## src/rtl/vending_machine_change.sv

```systemverilog
// Newspaper vending FSM: debounced coin/cancel/restock inputs, credit
// accumulation, timed dispense LED, paced change/refund pulses, stock count.
// Ports: clk, reset (async, high); coin[2:0], cancel, restock (raw inputs);
//   newspaper, credit, change_pulse, coin_reject, stock, sold_out (outputs).
module vending_machine_change #(
  parameter int PRICE           = 15,
  parameter int COIN_UNIT       = 5,
  parameter int COIN0_VAL       = 5,
  parameter int COIN1_VAL       = 10,
  parameter int COIN2_VAL       = 15,
  parameter int MAX_CREDIT      = 30,
  parameter int AMT_W           = 6,
  parameter int STOCK_INIT      = 8,
  parameter int STOCK_W         = 4,
  parameter int DEBOUNCE_CYCLES = 1_000_000,
  parameter int DISPLAY_CYCLES  = 200_000_000,
  parameter int CHANGE_GAP      = 50_000_000
) (
  input  logic               clk,
  input  logic               reset,
  input  logic [2:0]         coin,
  input  logic               cancel,
  input  logic               restock,
  output logic               newspaper,
  output logic [AMT_W-1:0]   credit,
  output logic               change_pulse,
  output logic               coin_reject,
  output logic [STOCK_W-1:0] stock,
  output logic               sold_out
);

  localparam int DB_W   = $clog2(DEBOUNCE_CYCLES + 1);
  localparam int DISP_W = $clog2(DISPLAY_CYCLES + 1);
  localparam int GAP_W  = $clog2(CHANGE_GAP + 1);

  localparam logic [2:0] S_IDLE    = 3'd0;
  localparam logic [2:0] S_ACCUM   = 3'd1;
  localparam logic [2:0] S_VEND    = 3'd2;
  localparam logic [2:0] S_CHANGE  = 3'd3;
  localparam logic [2:0] S_REFUND  = 3'd4;
  localparam logic [2:0] S_SOLDOUT = 3'd5;

  localparam logic [AMT_W-1:0] L_PRICE = AMT_W'(PRICE);
  localparam logic [AMT_W-1:0] L_UNIT  = AMT_W'(COIN_UNIT);
  localparam logic [AMT_W-1:0] L_C0    = AMT_W'(COIN0_VAL);
  localparam logic [AMT_W-1:0] L_C1    = AMT_W'(COIN1_VAL);
  localparam logic [AMT_W-1:0] L_C2    = AMT_W'(COIN2_VAL);
  localparam logic [AMT_W:0]   L_MAX   = (AMT_W+1)'(MAX_CREDIT);

  // bit 0..2 coins, bit 3 cancel, bit 4 restock
  logic [4:0]      w_raw;
  logic [4:0]      r_sync1;
  logic [4:0]      r_sync2;
  logic [4:0]      r_stable;
  logic [4:0]      r_stable_d;
  logic [4:0]      w_edge;
  logic [DB_W-1:0] r_dbc [5];

  assign w_raw = {restock, cancel, coin};

  always_ff @(posedge clk or posedge reset) begin
    if (reset) begin
      r_sync1    <= '0;
      r_sync2    <= '0;
      r_stable   <= '0;
      r_stable_d <= '0;
      for (int i = 0; i < 5; i++) r_dbc[i] <= '0;
    end else begin
      r_sync1    <= w_raw;
      r_sync2    <= r_sync1;
      r_stable_d <= r_stable;
      for (int i = 0; i < 5; i++) begin
        // a new level must persist DEBOUNCE_CYCLES cycles to be taken
        if (r_sync2[i] != r_stable[i]) begin
          if (r_dbc[i] == DB_W'(DEBOUNCE_CYCLES - 1)) begin
            r_stable[i] <= r_sync2[i];
            r_dbc[i]    <= '0;
          end else begin
            r_dbc[i] <= r_dbc[i] + DB_W'(1);
          end
        end else begin
          r_dbc[i] <= '0;
        end
      end
    end
  end

  assign w_edge = r_stable & ~r_stable_d;

  logic [2:0]         w_coin_ev;
  logic               w_cancel_ev;
  logic               w_restock_ev;
  logic               w_any;
  logic               w_multi;
  logic [AMT_W-1:0]   w_coin_val;
  logic [AMT_W:0]     w_sum;
  logic               w_open;
  logic               w_accept;
  logic               w_empty;

  logic [2:0]         r_state;
  logic [AMT_W-1:0]   r_credit;
  logic [STOCK_W-1:0] r_stock;
  logic               r_news;
  logic               r_pulse;
  logic               r_reject;
  logic [DISP_W-1:0]  r_disp;
  logic [GAP_W-1:0]   r_gap;

  assign w_coin_ev    = w_edge[2:0];
  assign w_cancel_ev  = w_edge[3];
  assign w_restock_ev = w_edge[4];
  assign w_any        = |w_coin_ev;
  assign w_multi      = (w_coin_ev & (w_coin_ev - 3'd1)) != 3'd0;

  always_comb begin
    w_coin_val = '0;
    if (w_coin_ev[0])      w_coin_val = L_C0;
    else if (w_coin_ev[1]) w_coin_val = L_C1;
    else if (w_coin_ev[2]) w_coin_val = L_C2;
  end

  assign w_sum = {1'b0, r_credit} + {1'b0, w_coin_val};

  // ACCUM stops taking coins once a sale is due or a cancel is seen
  assign w_open = (r_state == S_IDLE) ||
                  ((r_state == S_ACCUM) && !w_cancel_ev &&
                   (r_credit < L_PRICE));
  assign w_accept = w_any && w_open && (w_sum <= L_MAX);

  // a coincident restock refills the shelf, so do not park in SOLDOUT
  assign w_empty = (r_stock == '0) && !w_restock_ev;

  always_ff @(posedge clk or posedge reset) begin
    if (reset) begin
      r_state  <= S_IDLE;
      r_credit <= '0;
      r_stock  <= STOCK_W'(STOCK_INIT);
      r_news   <= 1'b0;
      r_pulse  <= 1'b0;
      r_reject <= 1'b0;
      r_disp   <= '0;
      r_gap    <= '0;
    end else begin
      r_pulse  <= 1'b0;
      r_reject <= w_any && (!w_accept || w_multi);
      case (r_state)
        S_IDLE: begin
          if (w_accept) begin
            r_credit <= w_sum[AMT_W-1:0];
            r_state  <= S_ACCUM;
          end
        end
        S_ACCUM: begin
          if (w_cancel_ev) begin
            r_state <= S_REFUND;
            r_gap   <= '0;
          end else if (r_credit >= L_PRICE) begin
            r_state  <= S_VEND;
            r_credit <= r_credit - L_PRICE;
            r_news   <= 1'b1;
            r_disp   <= '0;
            if (r_stock != '0) r_stock <= r_stock - STOCK_W'(1);
          end else if (w_accept) begin
            r_credit <= w_sum[AMT_W-1:0];
          end
        end
        S_VEND: begin
          if (r_disp == DISP_W'(DISPLAY_CYCLES - 1)) begin
            r_news <= 1'b0;
            r_disp <= '0;
            r_gap  <= '0;
            if (r_credit != '0) r_state <= S_CHANGE;
            else if (w_empty)   r_state <= S_SOLDOUT;
            else                r_state <= S_IDLE;
          end else begin
            r_disp <= r_disp + DISP_W'(1);
          end
        end
        S_CHANGE, S_REFUND: begin
          // gap of 0 on entry gives the first pulse straight away
          if (r_credit == '0) begin
            r_state <= w_empty ? S_SOLDOUT : S_IDLE;
          end else if (r_gap == '0) begin
            r_pulse  <= 1'b1;
            r_credit <= r_credit - L_UNIT;
            r_gap    <= GAP_W'(CHANGE_GAP - 1);
          end else begin
            r_gap <= r_gap - GAP_W'(1);
          end
        end
        S_SOLDOUT: begin
          if (w_restock_ev) r_state <= S_IDLE;
        end
        default: r_state <= S_IDLE;
      endcase
      if (w_restock_ev) r_stock <= STOCK_W'(STOCK_INIT);
    end
  end

  assign newspaper    = r_news;
  assign credit       = r_credit;
  assign change_pulse = r_pulse;
  assign coin_reject  = r_reject;
  assign stock        = r_stock;
  assign sold_out     = (r_stock == '0);

endmodule

```

## config.mk

```make
export PLATFORM = sky130hd
export DESIGN_NAME = vending_machine_change
export DESIGN_NICKNAME = d
export VERILOG_FILES = /design/src/rtl/vending_machine_change.sv
export SDC_FILE = /design/constraint.sdc
export NUM_CORES = 1
export LEC_CHECK = 0
export ABC_AREA = 0
export CELL_PAD_IN_SITES_DETAIL_PLACEMENT = 2
export CELL_PAD_IN_SITES_GLOBAL_PLACEMENT = 2
export CORE_UTILIZATION = 40
export CTS_CLUSTER_DIAMETER = 80
export DETAILED_ROUTE_END_ITERATION = 8
export GPL_TIMING_DRIVEN = 0
export PLACE_DENSITY = 0.86
export SYNTH_ARGS = -nofsm -noshare
export SYNTH_HDL_FRONTEND = slang
export SYNTH_SLANG_ARGS = --single-unit
```

## constraint.sdc

```tcl
create_clock -name clk -period 7.1 [get_ports clk]
set_input_delay 1.42 -clock clk [delete_from_list [all_inputs] [get_ports clk]]
set_output_delay 1.42 -clock clk [all_outputs]
set_load 0.005 [all_outputs]
```

### After elaboration in Yosys (flattened, before gate mapping)

Cells that the tools add are included.

* output and inout port bits: 14
* input port bits: 7
* word-level logic and storage cells: 152
* register bits: 190

* reductions and logical operators: 37
* mux-type cells: 49
* add/sub/neg operators: 12
* order comparisons: 3
* bitwise logic cells: 3
* eq/ne operators: 27

Operator list (count)
* two-way mux 20 bit: 10
* two-way mux 26 bit: 4
* adder 20 x 1 -> 20 bit (second input constant): 5
* equality test 20 bit (second input constant): 5
* two-way mux 28 bit: 3
* case mux 26 bit (3 select lines): 1
* case mux 28 bit (2 select lines): 1
* two-way mux 4 bit: 8
* two-way mux 6 bit: 5
* adder 28 x 1 -> 28 bit (second input constant): 1
* equality test 28 bit (second input constant): 1
* logical NOT 26 bit: 1
* subtractor 26 x 1 -> 26 bit (second input constant): 1
* two-way mux 3 bit: 8
* case mux 6 bit (3 select lines): 1
* != test 2 bit (second input constant): 8
* AND reduction 4 bit: 4
* case mux 3 bit (5 select lines): 1
* AND reduction 2 bit: 5
* nonzero test 3 bit: 3
* nonzero test 2 bit: 4
* adder 6 x 6 -> 7 bit: 1
* less-or-equal comparator 7 x 5 -> 1 bit (second input constant): 1
* equality test 3 x 2 -> 1 bit (second input constant): 2
* other kinds (28): 47

### Longest topological paths before layout

* depth after elaboration: 12
* gate-level depth with buffers: 13
* gate-level depth less buffers: 12

### Worst setup path before layout

No wires, ideal clock.

* path kind: flip-flop to flip-flop
* from: reg r_stable[1]
* to: reg r_reject, in the netlist coin_reject
* data required time: 7.013 ns
* library setup time: 0.087 ns
* period minus slack after synthesis: 3.041 ns
* buffers on the path: 1
* stages on the path, launching flop included: 13
* arrival: 2.954 ns
* path slack: 4.059 ns
* cell sequence: dfrtp_1 -> nor2b_1 -> o21ai_0 -> ha_1 -> ha_1 -> nand2_1 -> and3_1 -> or3_1 -> a211oi_1 -> and3b_1 -> clkbuf_1 -> maj3_1 -> a22oi_1

* word-level cells in the longest chain between the ends: 9
* elaborated cells between the ends (all ways): 14
* those cells by class: add/sub: 2; order compare: 1; mux: 2; bitwise: 2; reduce/logical: 7

RTL lines
* from (decl): line 54 `logic [4:0] r_stable;`
* from (signal, indexed assignment): line 76 `r_stable[i] <= r_sync2[i];`
* AND 5 bit (*): line 88 `assign w_edge = r_stable & ~r_stable_d;`
* two-way mux 4 bit: line 119 `else if (w_coin_ev[1]) w_coin_val = L_C1;`
* two-way mux 4 bit: line 118 `if (w_coin_ev[0]) w_coin_val = L_C0;`
* adder 6 x 6 -> 7 bit: line 123 `assign w_sum = {1'b0, r_credit} + {1'b0, w_coin_val};`
* less-or-equal comparator 7 x 5 -> 1 bit: line 129 `assign w_accept = w_any && w_open && (w_sum <= L_MAX);`
* logical AND 1 bit: line 129
* logical NOT 1 bit: line 146 `r_reject <= w_any && (!w_accept || w_multi);`
* logical OR 1 bit: line 146
* logical AND 1 bit (*): line 146
* to (signal assigned): line 146
* to (decl): line 106 `logic r_reject;`

Mark *: on every way between the ends. The rest lies on a longest branch, timed or not.
A chain may end at the register's enable or synchronous reset.

### Final worst setup path

* from: reg r_stable[1]
* to: reg r_credit[3], in the netlist credit[3]

* word-level cells in the longest chain between the ends: 10
* elaborated cells between the ends (all ways): 12
* those cells by class: add/sub: 1; order compare: 1; mux: 6; bitwise: 1; reduce/logical: 3

RTL lines
* AND 5 bit (*): line 88
* two-way mux 4 bit: line 119
* two-way mux 4 bit: line 118
* adder 6 x 6 -> 7 bit: line 123
* less-or-equal comparator 7 x 5 -> 1 bit: line 129
* logical AND 1 bit: line 129
* two-way mux 6 bit (*): line 149, 164
* two-way mux 6 bit: line 158 `end else if (r_credit >= L_PRICE) begin`
* two-way mux 6 bit: line 155 `if (w_cancel_ev) begin`
* case mux 6 bit (3 select lines) (*): line 147 `case (r_state)`
* to (signal assigned): line 150 `r_credit <= w_sum[AMT_W-1:0];`
* to (signal assigned): line 160 `r_credit <= r_credit - L_PRICE;`
* to (signal assigned): line 165 `r_credit <= w_sum[AMT_W-1:0];`
* to (decl): line 102 `logic [AMT_W-1:0] r_credit;`

Mark *: on every way between the ends. The rest lies on a longest branch, timed or not. The select of a mux whose other input is x is not followed.

==> results.py <==
metrics = {
    "synthesis": {
        "yosysWarnings": 0,
        "synth_ff_type": "dfrtp_1",
        "syn_inst": 1040,
        "ys_top_cells_by_area": "dfrtp_1 49%, nor2_1 6.4%, xor2_1 5.8%, xnor2_1 4.3%, o21ai_0 3.4%",
        "synthTopCellsByCount": "189 x dfrtp_1, 166 x nor2_1, 85 x nand2_1, 67 x o21ai_0, 64 x xor2_1",
        "synth_edf_count": 0,
        "synth_cell_type_count": 74,
        "synthMuxAreaShare": 0.00900,
        "ys_ff_latch": 190,
        "synth-xor-area-share": 0.101,
        "synth_simple_gate_area_frac": 0.245,
        "syn_area_um2": 9730,
        "synth_top_family_by_area": "simple AND/OR/NAND/NOR gates",
        "synth-async-reset-ratio": 1.00,
        "synth_top_area_cell": "dfrtp_1",
        "yosysSeqAreaShare": 0.489,
        "yosysMostFrequentCell": "dfrtp_1",
        "synth_top_area_frac": 0.486,
        "synth_compound_area_frac": 0.112,
        "synth_area_per_cell_um2": 9.35,
        "synth_fa_ha_area_frac": 0.0203,
        "syn_nets": 1062,
    },
    "clocking": {
        "postCtsSetupRepairBufs": 0,
        "cts_tree": "built",
        "cts-root-buf": "clkbuf_16",
        "cts_sinks": 190,
        "h-tree-depth": 4,
        "hold_buffers": 0,
        "cts_buffers": 17,
        "max-clock-path-buffers": 2,
        "clk_pin_slew_ns": 0.07,
        "clock_latency_ns": 0.44,
        "cts_resized": 0,
    },
    "cells_and_area": {
        "drive_gt1_frac": 0.0549,
        "final_nets": 1102,
        "area_growth_pct": 12.8,
        "diodes": 0,
        "final_util": 0.463,
    },
    "setup_path": {
        "critPathKind": "flop to flop",
        "start_kind": "flop",
        "crit_required_ns": 7.42,
        "r2r_cells": 12,
        "worstPathArrival_ns": 4.18,
        "critPathMaxFanout": 10,
        "cp-end-kind": "flop",
    },
    "grt": {
        "track_usage": 0.234,
        "grt_max_degree": 98,
        "antenna_found_initial": 0,
        "grt.overflow.total": 0,
        "grt_pass1_vias": 8816,
        "grt_first_pass_wirelength_um": 45800,
    },
    "routing": {
        "wire_per_inst_um": 19.3,
        "totalWireLength_um": 27300,
        "vias": 7951,
        "drt-initial-drc-count": 294,
        "vias_per_cell": 5.63,
        "drcViolationCount": 0,
        "drtAntennaViolNets": 0,
        "first_pass_iters": 4,
    },
    "power_and_ir_drop": {
        "p_leak_nw": 4.79,
        "irDropWorstVdd_mv": 0.111,
        "power_per_cell_area_nw_per_um2": 199,
    },
    "die": {
        "ioPinCount": 21,
        "rows": 56,
        "start_util": 0.411,
        "fp.coreArea_um2": 23700,
        "die_y_um": 158,
        "dieArea_um2": 24900,
        "die_w_um": 158,
    },
    "timing": {
        "finalCritPeriodShare": 0.544,
        "rsz0062_at_grt": "no",
        "max_freq_ghz": 0.259,
        "hold_viol_final": 0,
        "finalSetupTns_ns": 0,
        "worst_pin_slew_ns": 0.884,
        "finalSetupViolCount": 0,
        "maxSlewViolCount": 0,
        "min_period_ns": 3.86,
        "fin_skew_ns": 0.0163,
        "relSlewSlack": 0.406,
    },
    "flow_run": {
        "cap_viol_max_count": 0,
    },
    "placed_design": {
        "port_buffers": 20,
        "hpwl_um": 17800,
        "gp_congestion": 0.782,
    },
    "worst_hold_path": {
        "worstHoldPathCells": 0,
        "min_path_type": "flop to flop",
    },
    "run_status": {
        "status": "finished clean",
    },
}
through the flow:
step | power (mW) | hold WS (ns) | cells | setup WS, ns | area, um^2
floorplan | 1.15 | 0.331 | 1040 | 0.511 | 9730
global placement | 1.17 | 0.334 | 1379 | -2.30 | 10300
finish | 2.18 | 0.353 | 1412 | 3.24 | 11000
CTS | 2.21 | 0.354 | 1412 | 3.24 | 11000
global route | 2.25 | 0.365 | 1412 | 2.93 | 11000
detailed placement | 1.18 | 0.338 | 1380 | 3.32 | 10400
flip-flops by register name, indices dropped and copies added (netlist names):
name	count
r_state	3
change_pulse	1
r_sync1	5
coin_reject	1
r_gap	26
r_stable	5
r_stable_d	5
newspaper	1
credit	6
r_sync2	5
r_dbc	100
stock	4
r_disp	28
report_power, final:
group	switching [mW]	internal [mW]	leakage, nW
sequential	0.00958	1.09	2.62
clock	0.458	0.570	0.301
combinational	0.0399	0.0139	1.88
metal layers:
layer  wire (um)  share of wire  up-vias  global-route usage
met5           0              0        -                   0
met4         399          0.015        0              0.0641
met3         489          0.018       30              0.0353
met2       14000           0.51       71               0.419
met1       12400           0.45     4141               0.291
li1            -              -     3709                   -
path summary, 6_finish.rpt:
path / start / endpoint / slack [ns]
max: r_stable[1] / credit[3] / 3.24
min: r_sync1[0] / r_sync2[0] / 0.35
max reg2reg: r_stable[1] / credit[3] / 3.24
min reg2reg: r_sync1[0] / r_sync2[0] / 0.35
max in group asynchronous: reset / r_dbc[86] / 4.68
min in group asynchronous: reset / r_sync1[3] / 1.51
cells in the final DEF (no fill, tap or decap), types with 5 or more instances in the layout:
cell / Yosys / final
clkbuf_16: 0 / 17
nor2_1: 166 / 166
a21oi_1: 51 / 51
dfrtp_1: 189 / 189
nand3_1: 48 / 48
and2_1: 8 / 8
inv_1: 24 / 23
ha_1: 15 / 15
nand2_1: 85 / 85
nor3_1: 21 / 21
and3_1: 30 / 30
clkbuf_1: 24 / 26
nor4b_1: 5 / 5
nand4_1: 18 / 18
and4_1: 8 / 8
or3_1: 27 / 27
nand2b_1: 9 / 9
o21ai_0: 67 / 67
nor2b_1: 11 / 11
clkdlybuf4s50_1: 0 / 20
o31ai_1: 5 / 5
nor4_1: 15 / 15
xnor2_1: 48 / 48
or2_2: 5 / 5
mux2_2: 6 / 6
nor3b_1: 7 / 7
xor2_1: 64 / 64
critical path: stages (launching register included):
cell and delay [ns]:
dfrtp_1 0.49, nor2b_1 0.31, o21ai_0 0.24, ha_1 0.44, a211oi_1 0.11, a311o_1 0.35, o31ai_1 0.27, o211ai_1 0.16
mux2i_1 0.17, and3b_1 0.17, clkbuf_1 0.45, o21ai_0 0.30, a22o_1 0.28
cells by family (layout without fill, tap and decap cells):
kind of cell,count (synthesis),after routing
simple gates,479,479
flops,190,190
compound gates,178,178
xor+xnor,112,112
buf+inv,57,110
fa+ha+maj,16,16
mux,8,8
layout make-up:
class	instances	area, um^2
Buffer	33	144
Clock buffer	20	447
Clock inverter	12	160
Fill cell	2596	12700
Inverter	24	97.6
Multi-Input combinational cell	793	4740
Sequential cell	190	4760
Tap cell	319	399
Timing Repair Buffer	21	228
Note: power is estimated with default switching activity, not from simulation.
